===== config.mk =====
export PLATFORM = sky130hd
export DESIGN_NAME = multicycle_ctrl
export DESIGN_NICKNAME = d
export VERILOG_FILES = /design/src/rtl/multicycle_pkg.sv /design/src/rtl/alu_decoder.sv /design/src/rtl/multicycle_ctrl.sv
export SDC_FILE = /design/constraint.sdc
export NUM_CORES = 1
export LEC_CHECK = 0
export BUFFER_PORTS_ARGS = -buffer_cell sky130_fd_sc_hd__clkbuf_2
export CAP_MARGIN = 0
export CORE_ASPECT_RATIO = 0.8
export CORE_MARGIN = 2
export CORE_UTILIZATION = 41
export CTS_BUF_LIST = sky130_fd_sc_hd__clkbuf_4 sky130_fd_sc_hd__clkbuf_8 sky130_fd_sc_hd__clkbuf_16
export DETAILED_ROUTE_END_ITERATION = 10
export GPL_TIMING_DRIVEN = 1
export PLACE_DENSITY = 0.83
export SETUP_SLACK_MARGIN = 0.02
export SLEW_MARGIN = 20
export SYNTH_ARGS = -nofsm -noshare
export SYNTH_HDL_FRONTEND = slang
export SYNTH_HIERARCHICAL = 1
export SYNTH_SLANG_ARGS = --single-unit

===== constraint.sdc =====
create_clock -name clk -period 2.1 [get_ports clk]
set_input_delay 0.105 -clock clk [delete_from_list [all_inputs] [get_ports clk]]
set_output_delay 0.105 -clock clk [all_outputs]
set_load 0.02 [all_outputs]

===== src/rtl/multicycle_pkg.sv =====
// Shared types and encodings for the multi-cycle RV32I control FSM.
package multicycle_pkg;

  typedef enum logic [3:0] {
    IDLE, FETCH, DECODE, MEMADR, MEMREAD, MEMWB,
    MEMWRITE, EXEC_R, EXEC_I, ALUWB, BRANCH, TRAP
  } state_t;

  // Operation class handed to the ALU decoder
  typedef enum logic [1:0] {
    ALUOP_ADD, ALUOP_SUB, ALUOP_R, ALUOP_I
  } alu_op_t;

  localparam logic [6:0] OP_R  = 7'b0110011;
  localparam logic [6:0] OP_I  = 7'b0010011;
  localparam logic [6:0] OP_LW = 7'b0000011;
  localparam logic [6:0] OP_SW = 7'b0100011;
  localparam logic [6:0] OP_BR = 7'b1100011;

  localparam logic [2:0] F3_ADD = 3'b000;
  localparam logic [2:0] F3_SLT = 3'b010;
  localparam logic [2:0] F3_OR  = 3'b110;
  localparam logic [2:0] F3_AND = 3'b111;
  localparam logic [2:0] F3_BEQ = 3'b000;
  localparam logic [2:0] F3_BNE = 3'b001;

  localparam logic [2:0] ALU_ADD = 3'b000;
  localparam logic [2:0] ALU_SUB = 3'b001;
  localparam logic [2:0] ALU_AND = 3'b010;
  localparam logic [2:0] ALU_OR  = 3'b011;
  localparam logic [2:0] ALU_SLT = 3'b101;

  localparam logic [1:0] IMM_I = 2'b00;
  localparam logic [1:0] IMM_S = 2'b01;
  localparam logic [1:0] IMM_B = 2'b10;

  localparam logic [1:0] SRCA_PC    = 2'b00;
  localparam logic [1:0] SRCA_OLDPC = 2'b01;
  localparam logic [1:0] SRCA_RS1   = 2'b10;

  localparam logic [1:0] SRCB_RS2  = 2'b00;
  localparam logic [1:0] SRCB_IMM  = 2'b01;
  localparam logic [1:0] SRCB_FOUR = 2'b10;

  localparam logic [1:0] RES_ALUOUT = 2'b00;
  localparam logic [1:0] RES_MEM    = 2'b01;
  localparam logic [1:0] RES_ALU    = 2'b10;

  function automatic logic branch_legal(input logic [2:0] funct3);
    return (funct3 == F3_BEQ) || (funct3 == F3_BNE);
  endfunction

endpackage


===== src/rtl/alu_decoder.sv =====
// Maps operation class plus funct3/funct7[5] onto the ALU control code.
module alu_decoder
  import multicycle_pkg::*;
(
  input  alu_op_t    alu_op,
  input  logic [2:0] funct3,
  input  logic       funct7_5,
  output logic [2:0] alu_ctrl
);

  always_comb begin
    alu_ctrl = ALU_ADD;
    case (alu_op)
      ALUOP_ADD: alu_ctrl = ALU_ADD;
      ALUOP_SUB: alu_ctrl = ALU_SUB;
      ALUOP_R, ALUOP_I: begin
        case (funct3)
          // Immediate forms never subtract: funct7 bits there are immediate data
          F3_ADD:  alu_ctrl = (alu_op == ALUOP_R && funct7_5) ? ALU_SUB : ALU_ADD;
          F3_SLT:  alu_ctrl = ALU_SLT;
          F3_OR:   alu_ctrl = ALU_OR;
          F3_AND:  alu_ctrl = ALU_AND;
          default: alu_ctrl = ALU_ADD;
        endcase
      end
      default: alu_ctrl = ALU_ADD;
    endcase
  end

endmodule


===== src/rtl/multicycle_ctrl.sv =====
// Control FSM for a multi-cycle RV32I core (shared ALU, unified memory port).
// Optional MULTICYCLE_CTRL_PERF_EN adds instret/cycles performance counters.
module multicycle_ctrl
  import multicycle_pkg::*;
#(
  parameter bit RESET_STATE_FETCH = 1'b1
) (
  input  logic        clk,
  input  logic        rst,
  input  logic [31:0] instr,
  input  logic        eq,
  input  logic        mem_ready,
  output logic        mem_req,
  output logic        mem_we,
  output logic        adr_src,
  output logic        ir_we,
  output logic        pc_we,
  output logic        reg_we,
  output logic [1:0]  alu_src_a,
  output logic [1:0]  alu_src_b,
  output logic [1:0]  result_src,
  output logic [2:0]  alu_ctrl,
  output logic [1:0]  imm_src,
  output logic        illegal
`ifdef MULTICYCLE_CTRL_PERF_EN
  ,
  output logic [31:0] instret,
  output logic [31:0] cycles
`endif
);

  localparam state_t RST_STATE = RESET_STATE_FETCH ? FETCH : IDLE;

  state_t     state;
  alu_op_t    alu_op;
  logic [6:0] opcode;
  logic [2:0] funct3;
  logic       funct7_5;
  logic       unused_instr;

  assign opcode       = instr[6:0];
  assign funct3       = instr[14:12];
  assign funct7_5     = instr[30];
  assign unused_instr = ^{instr[31], instr[29:15], instr[11:7]};

  always_ff @(posedge clk or posedge rst) begin
    if (rst) begin
      state   <= RST_STATE;
      illegal <= 1'b0;
    end else begin
      case (state)
        IDLE:     state <= FETCH;
        FETCH:    if (mem_ready) state <= DECODE;
        DECODE: begin
          case (opcode)
            OP_LW, OP_SW: state <= MEMADR;
            OP_R:         state <= EXEC_R;
            OP_I:         state <= EXEC_I;
            OP_BR: begin
              if (branch_legal(funct3)) begin
                state <= BRANCH;
              end else begin
                state   <= TRAP;
                illegal <= 1'b1;
              end
            end
            default: begin
              state   <= TRAP;
              illegal <= 1'b1;
            end
          endcase
        end
        MEMADR:   state <= (opcode == OP_SW) ? MEMWRITE : MEMREAD;
        MEMREAD:  if (mem_ready) state <= MEMWB;
        MEMWRITE: if (mem_ready) state <= FETCH;
        EXEC_R:   state <= ALUWB;
        EXEC_I:   state <= ALUWB;
        MEMWB:    state <= FETCH;
        ALUWB:    state <= FETCH;
        BRANCH:   state <= FETCH;
        TRAP: begin
          state   <= TRAP;
          illegal <= 1'b1;
        end
        default: begin
          state   <= TRAP;
          illegal <= 1'b1;
        end
      endcase
    end
  end

  // Decoded from state and gated by rst so enables drop the moment reset asserts
  always_comb begin
    mem_req    = 1'b0;
    mem_we     = 1'b0;
    adr_src    = 1'b0;
    ir_we      = 1'b0;
    pc_we      = 1'b0;
    reg_we     = 1'b0;
    alu_src_a  = SRCA_PC;
    alu_src_b  = SRCB_FOUR;
    result_src = RES_ALUOUT;
    imm_src    = IMM_I;
    alu_op     = ALUOP_ADD;
    if (!rst) begin
      case (state)
        FETCH: begin
          mem_req    = 1'b1;
          ir_we      = mem_ready;
          pc_we      = mem_ready;
          alu_src_a  = SRCA_PC;
          alu_src_b  = SRCB_FOUR;
          result_src = RES_ALU;
        end
        DECODE: begin
          alu_src_a = SRCA_OLDPC;
          alu_src_b = SRCB_IMM;
          imm_src   = IMM_B;
        end
        MEMADR: begin
          alu_src_a = SRCA_RS1;
          alu_src_b = SRCB_IMM;
          imm_src   = (opcode == OP_SW) ? IMM_S : IMM_I;
        end
        MEMREAD: begin
          mem_req = 1'b1;
          adr_src = 1'b1;
        end
        MEMWB: begin
          reg_we     = 1'b1;
          result_src = RES_MEM;
        end
        MEMWRITE: begin
          mem_req = 1'b1;
          mem_we  = 1'b1;
          adr_src = 1'b1;
        end
        EXEC_R: begin
          alu_src_a = SRCA_RS1;
          alu_src_b = SRCB_RS2;
          alu_op    = ALUOP_R;
        end
        EXEC_I: begin
          alu_src_a = SRCA_RS1;
          alu_src_b = SRCB_IMM;
          imm_src   = IMM_I;
          alu_op    = ALUOP_I;
        end
        ALUWB: begin
          reg_we     = 1'b1;
          result_src = RES_ALUOUT;
        end
        BRANCH: begin
          alu_src_a  = SRCA_RS1;
          alu_src_b  = SRCB_RS2;
          alu_op     = ALUOP_SUB;
          result_src = RES_ALUOUT;
          pc_we      = (funct3 == F3_BNE) ? !eq : eq;
        end
        default: begin
          mem_req = 1'b0;
        end
      endcase
    end
  end

  alu_decoder u_alu_decoder (
    .alu_op   (alu_op),
    .funct3   (funct3),
    .funct7_5 (funct7_5),
    .alu_ctrl (alu_ctrl)
  );

`ifdef MULTICYCLE_CTRL_PERF_EN
  logic retire;

  assign retire = (state == MEMWB) || (state == ALUWB) || (state == BRANCH) ||
                  ((state == MEMWRITE) && mem_ready);

  always_ff @(posedge clk or posedge rst) begin
    if (rst) begin
      instret <= '0;
      cycles  <= '0;
    end else begin
      cycles <= cycles + 32'd1;
      if (retire) instret <= instret + 32'd1;
    end
  end
`endif

endmodule


==> flow_summary_export.csv, run 1 <==
group,metric,value,unit
worst_setup_path,path_class,"reg2out",
yosys,ys_seq_elements,5,
placed_design,io_buffers,32,
sta,relSlewSlack,75.2,%
route,drtPass1Iterations,4,
run_status,status,"finished, final reports clean",
yosys,syn_area,674,um^2
final_layout,fillers,153,
global_route,globalRoute.totalOverflow,0,
sta,drv_slew,0,
worst_setup_path,r2r_start,"state[3]",
final_layout,nNetsFinal,169,
yosys,synth_area_leaders,"dfrtp_1, a21oi_1, nor2_1, nor3_1, nand2_1",
route,drtIter0Drc,25,
worst_setup_path,start_kind,"register",
worst_setup_path,cp.required,2000,ps
power,leakage,0.405,nW
final_layout,final_common_cell,"clkbuf_2",
global_route,grt_pass1_wl,2820,um
sta,finalCritPeriodShare,90.7,%
yosys,ys_types,40,
clocking,clk_latency,240,ps
yosys,synthDominantCellAreaShare,14.8,%
route,wl_per_cell,12.0,um
yosys,yosys_warnings,6,
sta,fin_skew,2.48,ps
route,post_drt_via_cell_ratio,5.53,
die,rows,13,
power,vdd_drop_max,0.235,mV
clocking,cts_root_buf,"clkbuf_4",
job,cap_violations,0,
global_route,antenna_found_initial,0,
worst_setup_path,r2r_cells,5,
die,die_x,49.3,um
clocking,clk_pin_slew,50,ps
sta,fmax,0.525,GHz
final_layout,final_layout_size_suffix_gt1_share,37.1,%
yosys,ys_seq_area_share,18.7,%
final_layout,final_core_util,57.2,%
clocking,cts_tree,"yes",
clocking,ctsLongestPathBuffers,2,
clocking,numCtsBuffers,3,
worst_setup_path,r2r_slack,570,ps
worst_setup_path,crit_start,"state[0]",
die,fp.dieH,40.3,um
clocking,htree_levels,1,
placed_design,place_congestion,0.796,
placed_design,dp.final_hpwl,1410,um
yosys,synth_nets,134,
global_route,grt_pass1_vias,624,
die,ios,54,
yosys,syn_avg_cell_area,6.88,um^2
sta,rsz0062_at_grt,"no",
die,core_area,1580,um^2
sta,worst_slew_pin_slew,369,ps
yosys,syn_inst,98,
final_layout,mostFrequentLayoutCells,"clkbuf_2, a21oi_1, nor2_1",
clocking,cts.sinks,5,
final_layout,diodes,0,
worst_setup_path,worst_setup_path_end_kind,"output port",
worst_setup_path,critPathArrivalTime,1800,ps
sta,finalSetupViolCount,0,
yosys,synth_top_area_cell,"dfrtp_1",
route,route.detailed.drc,0,
sta,hold_viol,0,
sta,min_period,1900,ps
worst_setup_path,cp_max_fo,19,
die,die-area,1990,um^2
route,via_count,852,
min_path,hold_path_class,"in2reg",
worst_setup_path,r2r_end,"state[1]",
final_layout,syn_to_final_growth,33.8,%
power,powerDensity,288,nW/um^2
global_route,grt_max_degree,20,
route,wirelength,1850,um
sta,setup_tns,0,ps
die,initial_core_util,42.7,%
route,ant_nets,0,
global_route,track_usage,19.7,%
worst_setup_path,worstSetupEndpoint,"alu_ctrl[0]",
==> worst min-delay path by stage <==
stage | cells after the start | from | to
2_1_floorplan | 1 | rst | illegal
3_3_place_gp | 2 | rst | state[1]
3_5_place_dp | 2 | rst | state[1]
4_1_cts | 3 | instr[4] | state[2]
5_1_grt | 3 | instr[4] | state[2]
6_report | 3 | instr[4] | state[2]
==> cells in the mapped netlist <==
| cell | instances |
|---|---|
| inv_1 | 4 |
| and3_1 | 3 |
| a32oi_1 | 1 |
| a21oi_1 | 12 |
| nor3b_1 | 2 |
| nand3_1 | 3 |
| a21o_1 | 1 |
| and3_4 | 1 |
| dfrtp_1 | 4 |
| buf_2 | 4 |
| buf_6 | 1 |
| nor3_1 | 7 |
| dfstp_2 | 1 |
| nand2_1 | 9 |
| xor2_1 | 1 |
| xnor2_1 | 1 |
| and2b_4 | 1 |
| nand2b_1 | 4 |
| o21a_1 | 1 |
| and2_1 | 1 |
| o21ai_0 | 3 |
| nor2b_1 | 2 |
| and4b_1 | 1 |
| o211ai_1 | 2 |
| or3_4 | 1 |
| a22o_1 | 1 |
| o32a_1 | 1 |
| or4b_1 | 1 |
| nor4_1 | 1 |
| nand4bb_1 | 1 |
| o31ai_2 | 1 |
| a41oi_1 | 1 |
| or3_1 | 1 |
| and3_2 | 1 |
| o21ai_1 | 1 |
| nor2_1 | 11 |
| a2111o_1 | 1 |
| a211oi_1 | 1 |
| a31o_1 | 1 |
| clkbuf_1 | 3 |
==> through the flow <==
| step | instances | cell area, um^2 | power [W] | hold WS (ps) | setup slack (ps) |
|---|---|---|---|---|---|
| final | 154 | 902 | 0.000259 | 234 | 196 |
| after global routing | 154 | 902 | 0.000276 | 253 | 28.7 |
| after CTS | 154 | 898 | 0.000262 | 228 | 124 |
| after global placement | 147 | 842 | 0.000131 | 177 | 180 |
| after floorplan | 98 | 674 | 0.000112 | -97.7 | 381 |
| after detailed placement | 147 | 842 | 0.000132 | 189 | 131 |
==> state kept, by name (all words and copies together) (netlist names) <==
name,flops
illegal,1
state,4
==> worst max-delay path, stage by stage, from the launching register on <==
cell	delay, ps
dfstp_2	360
buf_4	180
nor2_1	190
nand2_1	90
a21oi_2	210
inv_1	90
o31ai_2	230
clkbuf_2	190
==> timing repair <==
item | 4_1_cts | 5_1_grt
setup endpoints to repair | 3 | 1
cloned | 0 | 0
resized for setup | 1 | 1
setup buffers | 2 | 0
hold buffers | 1 | 0
hold endpoints to repair | 4 | 0
==> power by group <==
| part | internal, W | switching [W] | total (W) |
|---|---|---|---|
| registers | 0.0000968 | 0 | 0.0000968 |
| clock network | 0.0000849 | 0.0000418 | 0.000127 |
| logic | 0.0000160 | 0.0000200 | 0.0000360 |
| total | 0.000198 | 0.0000617 | 0.000259 |
==> cell type report <==
type | count | area [um^2] | share of cell area (%)
multi-input combinational | 81 | 494 | 54.8
timing repair buffer | 38 | 208 | 23.0
sequential | 5 | 128 | 14.1
clock buffer | 4 | 30.0 | 3.33
tap | 22 | 27.5 | 3.05
inverter | 4 | 15.0 | 1.66
==> cells by family (layout without fill, tap and decap cells) <==
family,Yosys count,count (layout),synth area share [%]
AND/OR/NAND/NOR,51,51,42.5
XOR/XNOR,2,2,2.60
flip-flops,5,5,18.7
AO/OA/AOI/OAI,28,28,27.6
buffers and inverters,12,46,8.53
==> per-layer routing <==
metal	track usage, %	part of all wire, %
met5	0	0
met4	12.9	1.9
met3	3.36	7.1
met2	28.7	45
met1	27.3	46
Power figures use the tool's default switching activity.
==> run 2, diff against run 1 <==
--- a/config.mk
+++ b/config.mk
@@ -15,7 +15,7 @@
 export GPL_TIMING_DRIVEN = 1
 export PLACE_DENSITY = 0.83
 export SETUP_SLACK_MARGIN = 0.02
-export SLEW_MARGIN = 20
+export SLEW_MARGIN = 10
 export SYNTH_ARGS = -nofsm -noshare
 export SYNTH_HDL_FRONTEND = slang
 export SYNTH_HIERARCHICAL = 1
==> constraint.sdc (replaced) <==
create_clock -name clk -period 2.1 [get_ports clk]
set_input_delay 0.21 -clock clk [delete_from_list [all_inputs] [get_ports clk]]
set_output_delay 0.21 -clock clk [all_outputs]
set_load 0.02 [all_outputs]
==> run 2 against run 1 <==
  * Sequential power about the same
  * Count of clock-buffer cells in the layout unchanged
  * Combinational power decreased by 2%
  * Non-clock buffer count increased by 1
  * Maximum frequency decreased by 4.2%
  * Utilization increased by 1.4 points
  * Sequential share of layout area decreased by 0.34 points
  * Cell area increased by 2.5%
  * Clock skew decreased by 2.2 ps
  * Routed wire length increased by 12%
  * Die area unchanged
  * Setup slack got worse by 83 ps
  * Critical path type unchanged
  * Critical endpoint unchanged
  * Largest cell class unchanged
==> flow_summary_export.csv, run 2 (synthesis gave the netlist of run 1 again) <==
group,metric,value,unit
clocking,ctsLongestPathBuffers,2,
final_layout,largest_reg_flops,4,
clocking,cts_hold_buf,0,
sta,hold_viol,0,
die,core_area,1580,um^2
run_status,status,"finished, final reports clean",
final_layout,mostFrequentLayoutCells,"clkbuf_2, a21oi_1, nor2_1",
sta,finalCritPeriodShare,94.6,%
clocking,htree_levels,1,
sta,drv_slew,0,
global_route,track_usage,21.0,%
route,post_drt_via_cell_ratio,5.54,
final_layout,top_register,"state",
sta,fmax,0.503,GHz
clocking,numCtsBuffers,3,
sta,worst_slew_pin_slew,305,ps
placed_design,io_buffers,32,
power,vdd_drop_max,0.356,mV
sta,min_period,1990,ps
worst_setup_path,critPathTopFamily,"flip-flops",
worst_setup_path,start_kind,"register",
global_route,grt_pass1_vias,654,
sta,relSlewSlack,79.5,%
worst_setup_path,slowest_delay,460,ps
route,wl_per_cell,13.4,um
global_route,grt_pass1_wl,3020,um
die,fp.dieH,40.3,um
worst_setup_path,cp_max_fo,8,
global_route,grt_max_degree,23,
placed_design,place_congestion,0.849,
sta,setup_tns,0,ps
final_layout,top_regs,"state x4, illegal x1",
route,via_count,858,
worst_setup_path,cp_cell_sequence,"and2b_4 -> nand3_1 -> a21oi_2 -> inv_1 -> o31ai_2 -> buf_4",
route,drtPass1Iterations,4,
die,die_x,49.3,um
final_layout,fillers,163,
clocking,clk_pin_slew,40,ps
worst_setup_path,crit_slowest_cell,"dfrtp_2",
final_layout,final_common_cell,"clkbuf_2",
route,drtIter0Drc,22,
sta,finalSetupViolCount,0,
sta,fin_skew,0.269,ps
global_route,globalRoute.totalOverflow,0,
clocking,cts.sinks,5,
worst_setup_path,critPathBufInv,2,
worst_setup_path,r2r_slack,530,ps
power,leakage,0.415,nW
final_layout,syn_to_final_growth,37.1,%
die,die-area,1990,um^2
die,rows,13,
placed_design,dp.final_hpwl,1490,um
final_layout,final_layout_size_suffix_gt1_share,39.8,%
power,powerDensity,283,nW/um^2
clocking,cts_tree,"yes",
clocking,cts_root_buf,"clkbuf_4",
final_layout,ff_latch_area,128,um^2
worst_setup_path,critPathArrivalTime,1780,ps
job,cap_violations,0,
route,ant_nets,0,
die,ios,54,
final_layout,nNetsFinal,170,
route,wirelength,2070,um
worst_setup_path,worst_setup_path_end_kind,"output port",
route,route.detailed.drc,0,
worst_setup_path,cp.required,1890,ps
die,initial_core_util,42.7,%
final_layout,diodes,0,
worst_setup_path,path_class,"reg2out",
clocking,clk_latency,250,ps
power,total_power,0.000262,W
final_layout,multi_input_area,502,um^2
sta,hold_ws,55.6,ps
global_route,antenna_found_initial,0,
min_path,hold_path_class,"in2async",
run 2: cell count changes in the layout (fill, tap and decap cells not counted), sizes merged:
cell,change
clkbuf,-1
dlygate4sd3,-1
buf,+3
run 2: path summary, 6_finish.rpt:
| check | startpoint | to | cells after the start |
|---|---|---|---|
| worst max-delay path | state[3] | alu_ctrl[0] | 6 |
| worst min-delay path | rst | illegal | 2 |
| worst max register to register | state[3] | state[1] | 5 |
| worst min register to register | illegal | illegal | 2 |
| max in group asynchronous | rst | state[0] | 2 |
| min in group clk | instr[4] | state[2] | 3 |
run 2: final cells by class:
class	count	area share, %
clock buffers	4	3.25
inverters	4	1.62
flip-flops and latches	5	13.8
repair buffers	39	24.1
multi-input cells	81	54.3
well taps	22	2.98
run 2: metal layers:
layer	track usage (%)	part of all wire [%]	vias to the layer above
li1	-	-	427
met1	29.0	47	394
met2	33.1	47	34
met3	4.48	5.4	3
met4	6.43	0.39	0
met5	0	0	-
run 2: repair_timing:
item                       in CTS  in global routing
buffers inserted                0                  3
gates resized for setup         1                  7
setup endpoints to repair       1                  2
run 2: report_power, final:
part,internal [W],switching (W)
combinational,0.0000148,0.0000205
clock,0.0000851,0.0000448
sequential,0.0000967,0
total,0.000197,0.0000653
run 2: per-stage QoR:
step / cells / util [%] / cell area (um^2) / setup slack, ps
final: 155 / 58.6 / 925 / 113
after floorplan: 98 / - / 674 / 276
after CTS: 152 / 55.8 / 881 / 70.1
after global routing: 155 / 58.6 / 925 / -31.4
after detailed placement: 148 / 53.8 / 850 / 275
after global placement: 148 / 53.8 / 850 / 324
